$ cat src/rtl/uart_frame_ctrl_pkg.sv
// Shared types for the UART frame controller: FSM states, error codes, default sync marker.
package uart_frame_ctrl_pkg;

  localparam logic [7:0] SYNC_BYTE_DEF = 8'hAA;

  typedef enum logic [2:0] {
    ST_IDLE   = 3'd0,
    ST_ADDR   = 3'd1,
    ST_LEN    = 3'd2,
    ST_DATA   = 3'd3,
    ST_CHK    = 3'd4,
    ST_COMMIT = 3'd5
  } state_e;

  typedef enum logic [1:0] {
    ERR_LEN     = 2'd0,
    ERR_CHK     = 2'd1,
    ERR_TIMEOUT = 2'd2,
    ERR_OVERRUN = 2'd3
  } err_e;

  // Running frame checksum: modulo-256 add.
  function automatic logic [7:0] sum8(input logic [7:0] acc, input logic [7:0] b);
    return acc + b;
  endfunction

endpackage

$ cat src/rtl/uart_frame_ctrl_frame_buf.sv
// Payload register file: one write port, one combinational read port, no reset (contents don't-care).
module uart_frame_ctrl_frame_buf #(
  parameter int DEPTH = 16,
  parameter int AW    = 4
) (
  input  logic          iCLK,
  input  logic          we,
  input  logic [AW-1:0] waddr,
  input  logic [7:0]    wdata,
  input  logic [AW-1:0] raddr,
  output logic [7:0]    rdata
);

  logic [7:0] mem_q [DEPTH];

  always_ff @(posedge iCLK) begin
    if (we) begin
      mem_q[waddr] <= wdata;
    end
  end

  assign rdata = mem_q[raddr];

endmodule

$ cat src/rtl/uart_frame_ctrl.sv
// Frame parser SYNC,ADDR,LEN,DATA[LEN],CHK -> burst of register writes once the checksum matches.
// CHK byte at edge t gives wr_en in cycles t+1..t+len; no backpressure, a byte during commit is dropped as overrun.
module uart_frame_ctrl
  import uart_frame_ctrl_pkg::*;
#(
  parameter logic [7:0] SYNC_BYTE   = SYNC_BYTE_DEF,
  parameter int         MAX_LEN     = 16,
  parameter int         TIMEOUT_CYC = 8680
) (
  input  logic       iCLK,
  input  logic       RST_n,
  input  logic [7:0] rx_byte,
  input  logic       rx_valid,
  output logic       wr_en,
  output logic [7:0] wr_addr,
  output logic [7:0] wr_data,
  output logic       frame_ok,
  output logic       frame_err,
  output logic [1:0] err_code,
  output logic       busy
);

  localparam int AW = (MAX_LEN > 1) ? $clog2(MAX_LEN) : 1;
  localparam int LW = $clog2(MAX_LEN + 1);
  localparam int TW = $clog2(TIMEOUT_CYC + 1);

  localparam logic [7:0]    MAX_LEN_B = 8'(MAX_LEN);
  localparam logic [TW-1:0] TMO_LIM   = TW'(TIMEOUT_CYC);
  localparam logic [LW-1:0] LEN_ONE   = LW'(1);

  state_e        state_q, state_d;
  logic [7:0]    base_q, base_d;
  logic [LW-1:0] len_q, len_d;
  logic [LW-1:0] idx_q, idx_d;
  logic [7:0]    sum_q, sum_d;
  logic [TW-1:0] tmo_q, tmo_d;
  logic          ovr_q, ovr_d;
  logic          ovr_pend_q, ovr_pend_d;

  logic          wr_en_q, wr_en_d;
  logic [7:0]    wr_addr_q, wr_addr_d;
  logic [7:0]    wr_data_q, wr_data_d;
  logic          frame_ok_q, frame_ok_d;
  logic          frame_err_q, frame_err_d;
  err_e          err_code_q, err_code_d;
  logic          busy_q, busy_d;

  logic          buf_we;
  logic [AW-1:0] buf_raddr;
  logic [7:0]    buf_rdata;
  logic [TW-1:0] tmo_inc;
  logic          in_frame;
  logic          last_idx;
  logic          ovr_now;

  uart_frame_ctrl_frame_buf #(
    .DEPTH (MAX_LEN),
    .AW    (AW)
  ) u_frame_buf (
    .iCLK  (iCLK),
    .we    (buf_we),
    .waddr (idx_q[AW-1:0]),
    .wdata (rx_byte),
    .raddr (buf_raddr),
    .rdata (buf_rdata)
  );

  // Entry 0 is read while still in CHK so the first write can issue on the commit edge.
  assign buf_raddr = (state_q == ST_COMMIT) ? idx_q[AW-1:0] : '0;
  assign tmo_inc   = tmo_q + TW'(1);
  assign in_frame  = (state_q == ST_ADDR) || (state_q == ST_LEN) ||
                     (state_q == ST_DATA) || (state_q == ST_CHK);
  assign last_idx  = (idx_q == (len_q - LEN_ONE));
  assign ovr_now   = ovr_q | rx_valid;

  always_comb begin
    state_d     = state_q;
    base_d      = base_q;
    len_d       = len_q;
    idx_d       = idx_q;
    sum_d       = sum_q;
    tmo_d       = '0;
    ovr_d       = ovr_q;
    ovr_pend_d  = 1'b0;
    wr_en_d     = 1'b0;
    wr_addr_d   = wr_addr_q;
    wr_data_d   = wr_data_q;
    frame_ok_d  = 1'b0;
    frame_err_d = 1'b0;
    err_code_d  = err_code_q;
    buf_we      = 1'b0;

    // Overrun is reported one cycle after the frame_ok of the commit it hit.
    if (ovr_pend_q) begin
      frame_err_d = 1'b1;
      err_code_d  = ERR_OVERRUN;
    end

    case (state_q)
      ST_IDLE: begin
        if (rx_valid && (rx_byte == SYNC_BYTE)) begin
          state_d = ST_ADDR;
        end
      end

      ST_ADDR: begin
        if (rx_valid) begin
          base_d  = rx_byte;
          sum_d   = rx_byte;
          state_d = ST_LEN;
        end
      end

      ST_LEN: begin
        if (rx_valid) begin
          if ((rx_byte == 8'd0) || (rx_byte > MAX_LEN_B)) begin
            frame_err_d = 1'b1;
            err_code_d  = ERR_LEN;
            state_d     = ST_IDLE;
          end else begin
            len_d   = rx_byte[LW-1:0];
            sum_d   = sum8(sum_q, rx_byte);
            idx_d   = '0;
            state_d = ST_DATA;
          end
        end
      end

      ST_DATA: begin
        if (rx_valid) begin
          buf_we = 1'b1;
          sum_d  = sum8(sum_q, rx_byte);
          if (last_idx) begin
            state_d = ST_CHK;
          end else begin
            idx_d = idx_q + LEN_ONE;
          end
        end
      end

      ST_CHK: begin
        if (rx_valid) begin
          if (rx_byte == sum_q) begin
            wr_en_d   = 1'b1;
            wr_addr_d = base_q;
            wr_data_d = buf_rdata;
            idx_d     = LEN_ONE;
            ovr_d     = 1'b0;
            if (len_q == LEN_ONE) begin
              frame_ok_d = 1'b1;
              state_d    = ST_IDLE;
            end else begin
              state_d = ST_COMMIT;
            end
          end else begin
            frame_err_d = 1'b1;
            err_code_d  = ERR_CHK;
            state_d     = ST_IDLE;
          end
        end
      end

      ST_COMMIT: begin
        wr_en_d   = 1'b1;
        wr_addr_d = base_q + 8'(idx_q);
        wr_data_d = buf_rdata;
        idx_d     = idx_q + LEN_ONE;
        ovr_d     = ovr_now;
        if (last_idx) begin
          frame_ok_d = 1'b1;
          ovr_pend_d = ovr_now;
          ovr_d      = 1'b0;
          state_d    = ST_IDLE;
        end
      end

      default: begin
        state_d = ST_IDLE;
      end
    endcase

    // A byte landing on the limit cycle wins over the timeout.
    if (in_frame) begin
      if (rx_valid) begin
        tmo_d = '0;
      end else if (tmo_inc == TMO_LIM) begin
        frame_err_d = 1'b1;
        err_code_d  = ERR_TIMEOUT;
        state_d     = ST_IDLE;
      end else begin
        tmo_d = tmo_inc;
      end
    end

    busy_d = (state_d != ST_IDLE);
  end

  always_ff @(posedge iCLK or negedge RST_n) begin
    if (!RST_n) begin
      state_q     <= ST_IDLE;
      base_q      <= '0;
      len_q       <= '0;
      idx_q       <= '0;
      sum_q       <= '0;
      tmo_q       <= '0;
      ovr_q       <= 1'b0;
      ovr_pend_q  <= 1'b0;
      wr_en_q     <= 1'b0;
      wr_addr_q   <= '0;
      wr_data_q   <= '0;
      frame_ok_q  <= 1'b0;
      frame_err_q <= 1'b0;
      err_code_q  <= ERR_LEN;
      busy_q      <= 1'b0;
    end else begin
      state_q     <= state_d;
      base_q      <= base_d;
      len_q       <= len_d;
      idx_q       <= idx_d;
      sum_q       <= sum_d;
      tmo_q       <= tmo_d;
      ovr_q       <= ovr_d;
      ovr_pend_q  <= ovr_pend_d;
      wr_en_q     <= wr_en_d;
      wr_addr_q   <= wr_addr_d;
      wr_data_q   <= wr_data_d;
      frame_ok_q  <= frame_ok_d;
      frame_err_q <= frame_err_d;
      err_code_q  <= err_code_d;
      busy_q      <= busy_d;
    end
  end

  assign wr_en     = wr_en_q;
  assign wr_addr   = wr_addr_q;
  assign wr_data   = wr_data_q;
  assign frame_ok  = frame_ok_q;
  assign frame_err = frame_err_q;
  assign err_code  = err_code_q;
  assign busy      = busy_q;

endmodule

$ cat config.mk
export PLATFORM = sky130hd
export DESIGN_NAME = uart_frame_ctrl
export DESIGN_NICKNAME = d
export VERILOG_FILES = /design/src/rtl/uart_frame_ctrl_pkg.sv /design/src/rtl/uart_frame_ctrl_frame_buf.sv /design/src/rtl/uart_frame_ctrl.sv
export SDC_FILE = /design/constraint.sdc
export NUM_CORES = 1
export LEC_CHECK = 0
export ABC_AREA = 1
export CORE_MARGIN = 3
export CORE_UTILIZATION = 61
export DETAILED_ROUTE_END_ITERATION = 10
export GPL_TIMING_DRIVEN = 0
export HOLD_SLACK_MARGIN = 0.02
export PLACE_DENSITY = 0.85
export SLEW_MARGIN = 20
export SYNTH_ARGS = -nofsm -noshare
export SYNTH_HDL_FRONTEND = slang
export SYNTH_SLANG_ARGS = --single-unit
$ cat constraint.sdc
create_clock -name iCLK -period 2.4 [get_ports iCLK]
set_clock_uncertainty 0.1 [all_clocks]
set_input_delay 0.48 -clock iCLK [delete_from_list [all_inputs] [get_ports iCLK]]
set_output_delay 0.48 -clock iCLK [all_outputs]
set_load 0.1 [all_outputs]
Word-level counts from Yosys, hierarchy flattened --
Memory sizes are Yosys's and may differ from the RTL's. Cells that the tools add are included. Widths: inputs -> output; s select.
Storage, ports and cells: register bits 67, RAM bits 128, input bits 11, output and inout port bits 22, word-level logic and storage cells 129, memories 1
Memories:
- u_frame_buf.mem_q | depth 16, bits a word 8, rd ports 1, clocked after memory_dff 0, write ports 1, line uart_frame_ctrl_frame_buf.sv:14 | logic [7:0] mem_q [DEPTH];
Operators by class: add/subtract/negate cells 5, order comparisons 1, equality and inequality tests 17, muxes and demuxes 72, bitwise gates (word level) 2, reduce and logical (&&, ||, !) cells 16
Operators by type and width (count):
- $mux 8 | 8
- $mux 14 | 3
- $mux 3 | 12
- $pmux 8 s2 | 2
- $mux 5 | 6
- $pmux 8 s3 | 1
- $mux 1 | 23
- $pmux 5 s4 | 1
- $mux 2 | 9
- $pmux 3 s6 | 1
- $add 14x1->14 const B | 1
- $eq 14x14->1 const B | 1
- $ne 2x2->1 const B | 6
- $add 8x5->8 | 1
- $add 8x8->8 | 1
- $eq 8x8->1 | 1
- $eq 8x8->1 const B | 1
- $gt 8x5->1 const B | 1
- $logic_not 8->1 | 1
- $pmux 1 s2 | 4
- $reduce_and 7->1 | 1
- $eq 3x2->1 const B | 2
- $eq 3x3->1 const B | 2
- $reduce_and 3->1 | 2
- other kinds (18) | 22

Logic depth before layout (Yosys ltp) --
word-level depth 9, mapped depth 15, gate-level depth less buffers 15

Cells and area by module --
From an unflattened synthesis, not the netlist that was laid out.
Second synthesis, totals: cell total of the unflattened synthesis 1095, area total of the unflattened synthesis 9699.3 um^2
Modules (own cells, without submodules):
- uart_frame_ctrl_frame_buf | instances 1, cells each 543, area each 5606.6 um^2, sequential area each 3843.7 um^2
- uart_frame_ctrl | instances 1, cells each 552, area each 4092.7 um^2, sequential area each 1676.6 um^2

Worst setup path after synthesis --
No wires, ideal clock.
path kind input port to flip-flop, start in rx_byte[4], end reg wr_addr_q[7] (netlist: wr_addr[7]), library setup time 0.120 ns, arrival time 1.791 ns, data required time 2.180 ns, setup slack 0.390 ns, cell stages on the path 12, buffers on the path 1, cell sequence ha_1 -> inv_2 -> nand2_1 -> nor3_1 -> nand2_1 -> inv_1 -> nand3_2 -> nand2_2 -> inv_2 -> buf_2 -> nand2_1 -> nand2_1
On the way: cells in the longest elaborated chain, start to end 3
Ends and longest elaborated chain:
- from (decl) | line uart_frame_ctrl.sv:12 | input logic [7:0] rx_byte,
- $eq 8x8->1 | line uart_frame_ctrl.sv:143 | if (rx_byte == sum_q) begin
- $ne 2x1->1 (no source line)
- $reduce_and 3->1 (no source line)
- to (signal assigned) | line uart_frame_ctrl.sv:225 | wr_addr_q <= wr_addr_d;
- to (decl) | line uart_frame_ctrl.sv:41 | logic [7:0] wr_addr_q, wr_addr_d;
Every way passes these cells. A chain may end at the register's enable or synchronous reset.

Worst setup path after layout --
start reg state_q[0], end mem u_frame_buf.mem_q[10][4] (enable)
On the way: cells in the longest elaborated chain, start to end 4
Ends and longest elaborated chain:
- from (decl) | line uart_frame_ctrl.sv:31 | state_e state_q, state_d;
- from (signal assigned) | line uart_frame_ctrl.sv:216 | state_q <= state_d;
- $eq 3x2->1 | line uart_frame_ctrl.sv:99 | case (state_q)
- $mux 1 | line uart_frame_ctrl.sv:99
- $mux 1 | line uart_frame_ctrl_frame_buf.sv:17 | if (we) begin
- $mux 1 (not written as such) | line uart_frame_ctrl_frame_buf.sv:18 | mem_q[waddr] <= wdata;
- to (decl) | line uart_frame_ctrl_frame_buf.sv:14
Every way passes these cells.

==> reports/summary.txt <==
CP peak stage delay: 620 ps
Num Clock Sinks: 195
worst reg2reg path startpoint: state_q[0]
GRT Total Usage: 0.2738
WS Path Type: reg -> reg
HP Start: wr_data[4]
worst vdd ir: 0.5170 mV
WHS Path Cells: 2
Max Fanout on Critical Path: 8
antenna-violating nets left: 0
Synthesized Nets: 977
Post-Syn Area: 0.009285 sq mm
initial antenna violation count: 0
Sw Share: 0.2704
register area share after synthesis: 0.5945
final core utilization: 0.7173
CP Capture Type: register
Worst Hold Class: reg -> reg
Worst R2R Path Depth: 6
Placed Cells: 1158
layout cells sized above 1: 0.1198
Routed WL: 22470 microns
Synth Instances: 942
Hold Slack: 372.7 ps
Max Fclk: 423.5 MHz
sequential share of power: 0.464
synth warn: 0
Clock power frac: 0.386
Clock Tree Buf Depth: 2
Slew Limit Fails: 0
clock latency on the worst-skew pair: 440 ps
Reg-to-Reg End: u_frame_buf.mem_q[10][4]
Worst-Margin Slew: 962.4 ps
die height: 129.4 microns
Hold Vio Cnt, Final: 0
cell mode on critical path: nor2_1
crit start category: register
Multi-input gate area: 0.003302 sq mm
synth unique cells: 38
status: finished, final reports clean
Num CTS Buffers: 17
RSZ-0062 raised after global routing: true
register cell area after layout: 0.005522 sq mm
placed wire-length estimate: 14970 microns
vias in the first global route: 6754
commonest non-fill, non-tap cell in the layout: nand2_1
CTS tree: built
drc violations: 0
GRT overflow: 0
starting density of the core: 0.6317
Int Power: 6.043 mW
#FFs+latches synth: 195
Power Dens Cells: 785.5 mW/mm^2
worst setup margin: 38.47 ps
fin crit share: 0.9840
Leakage: 4.296 nW
nets: 1032
Worst slew margin: 0.3610
most frequent cells in the layout: nand2_1, edfxtp_1, nor2_1, inv_1, o21ai_0
worst-path cell chain: inv_1 -> nor2_1 -> nand2_1 -> nor2_1 -> nand2_1 -> nor2_1
final non-filler cell total: 1195
largest net degree at the start of global routing: 40
Setup Viol. Count Final: 0
Iter 0 DRT Violations: 962
first-pass GRT wire length: 34640 microns
hold endpoint: wr_data[4]
mean post-synth cell area: 9.857 sq um
slowest CP cell: nor2_1
number of filler cells placed in the layout: 1036
DR vias/cell: 5.972
max_cap viols: 0
Port Buffers: 31
Worst EP arrival: 2330 ps
Reg clk slew, reported paths: 70 ps
Final GP Congestion: 1.008
Root Driver: clkbuf_16
wire per inst: 18.80 microns
P_sw: 2.239 mW
synth-to-layout area growth: 13.56%
TritonRoute pass-1 iters: 6
vias post-DR: 7136
Die Width: 129.4 microns
Final Power: 8.282 mW
setup slack after placement: -1183 ps
H-tree depth: 4
Final min period: 2362 ps
flop2flop setup slack: 40 ps
core area: 0.01470 sq mm
# IOs: 33
Comb power frac: 0.150
full die area: 0.01674 sq mm
data required time of the critical path: 2360 ps
FP Rows: 44
[Yosys cell counts]
cell / number / share of area
a21boi_0: 1 / 0.00081
a21oi_1: 34 / 0.018
a221oi_1: 1 / 0.00094
a31oi_1: 3 / 0.0020
buf_1: 2 / 0.00081
buf_2: 15 / 0.0081
buf_4: 3 / 0.0024
buf_6: 6 / 0.0073
clkbuf_1: 7 / 0.0028
clkinv_1: 1 / 0.00040
dfrtp_1: 67 / 0.18
edfxtp_1: 128 / 0.41
fa_1: 2 / 0.0043
ha_1: 22 / 0.030
inv_1: 73 / 0.030
inv_2: 11 / 0.0044
nand2_1: 189 / 0.076
nand2_2: 6 / 0.0040
nand3_1: 52 / 0.028
nand3_2: 4 / 0.0043
nand3b_1: 2 / 0.0016
nand4_1: 13 / 0.0088
nand4_2: 1 / 0.0013
nor2_1: 117 / 0.047
nor2_2: 14 / 0.0094
nor2_4: 1 / 0.0012
nor2_8: 2 / 0.0043
nor3_1: 6 / 0.0032
nor3b_1: 1 / 0.00081
o211ai_1: 37 / 0.030
o21a_1: 14 / 0.011
o21ai_0: 72 / 0.039
o21ai_1: 23 / 0.012
o21bai_1: 1 / 0.00081
o22ai_1: 2 / 0.0013
or2_2: 1 / 0.00067
xnor2_1: 4 / 0.0038
xor2_1: 4 / 0.0038
[flip-flops by register name, indices dropped and copies added (netlist names), 2 cells and up]
| signal | flops |
|---|---|
| tmo_q | 14 |
| u_frame_buf.mem_q | 128 |
| wr_data | 8 |
| err_code | 2 |
| wr_addr | 8 |
| state_q | 3 |
| base_q | 8 |
| len_q | 5 |
| sum_q | 8 |
| idx_q | 5 |
[worst max-delay path by stage]
stage	startpoint	end	slack (ps)	cells past startpoint
floorplan	rx_byte[4]	wr_addr[7]	390	12
detailed placement	rx_byte[3]	wr_data[3]	-1180	13
finish	state_q[0]	u_frame_buf.mem_q[10][4]	40	6
global route	state_q[0]	u_frame_buf.mem_q[10][4]	-110	6
CTS	rx_byte[6]	wr_data[3]	10	13
global placement	RST_n	sum_q[4]	-1480	1
[power groups by stage]
stage	clock, mW	combinational (mW)	sequential, mW
final	3.19	1.24	3.84
after global routing	3.33	1.38	3.86
after CTS	3.20	1.20	3.84
after detailed placement	0	1.19	3.91
after global placement	0	1.14	3.91
after floorplan	0	0.815	3.92
[worst max-delay path: cells and delay by family (launching register included)]
family	cells	cell delay, ps
and+or+nand+nor	5	1410
buffers and inverters	1	100
DFF	1	390
[area by class of cell]
cell class | count | share of cell area
clock inverters | 14 | 0.02195
plain buffers | 33 | 0.01922
diodes | 1 | 0.0002373
well taps | 184 | 0.02183
multi-input cells | 629 | 0.3132
flip-flops and latches | 195 | 0.5237
clock buffers | 18 | 0.04070
repair buffers | 36 | 0.02872
inverters | 85 | 0.03050
[metal layers]
layer  global-route usage  wire length [microns]  up-vias
li1                     -                      -     3335
met4               0.1062                    661        0
met2               0.4165                  10500      359
met3              0.08038                   2177       63
met5                    0                      0        -
met1               0.3766                   9125     3379
[metrics by stage]
stage	TNS (ps)	cell area [sq um]
after floorplan	0	9285
after global placement	-136970	9826
after detailed placement	-40520	9843
after CTS	0	10470
after global routing	-2472	10540
final	0	10540
[timing repair]
| item | 4_1_cts | 5_1_grt |
|---|---|---|
| endpoints found under the hold margin | 28 | 0 |
| gates resized for setup | 54 | 33 |
| endpoints found under the setup margin | 80 | 142 |
| buffers inserted | 0 | 3 |
| pin swaps | 0 | 4 |
| hold buffers | 1 | 0 |
[cells by family (layout without fill, tap and decap cells)]
kind of cell,after synthesis,in the layout,synth area share
flip-flops,195,195,0.5945
AO/OA/AOI/OAI,188,188,0.1167
other,0,1,0
XOR/XNOR,8,8,0.007545
buffers and inverters,118,186,0.05579
AND/OR/NAND/NOR,409,409,0.1915
adder cells (fa/ha/maj),24,24,0.03396
(Power assumes the default switching activity.)
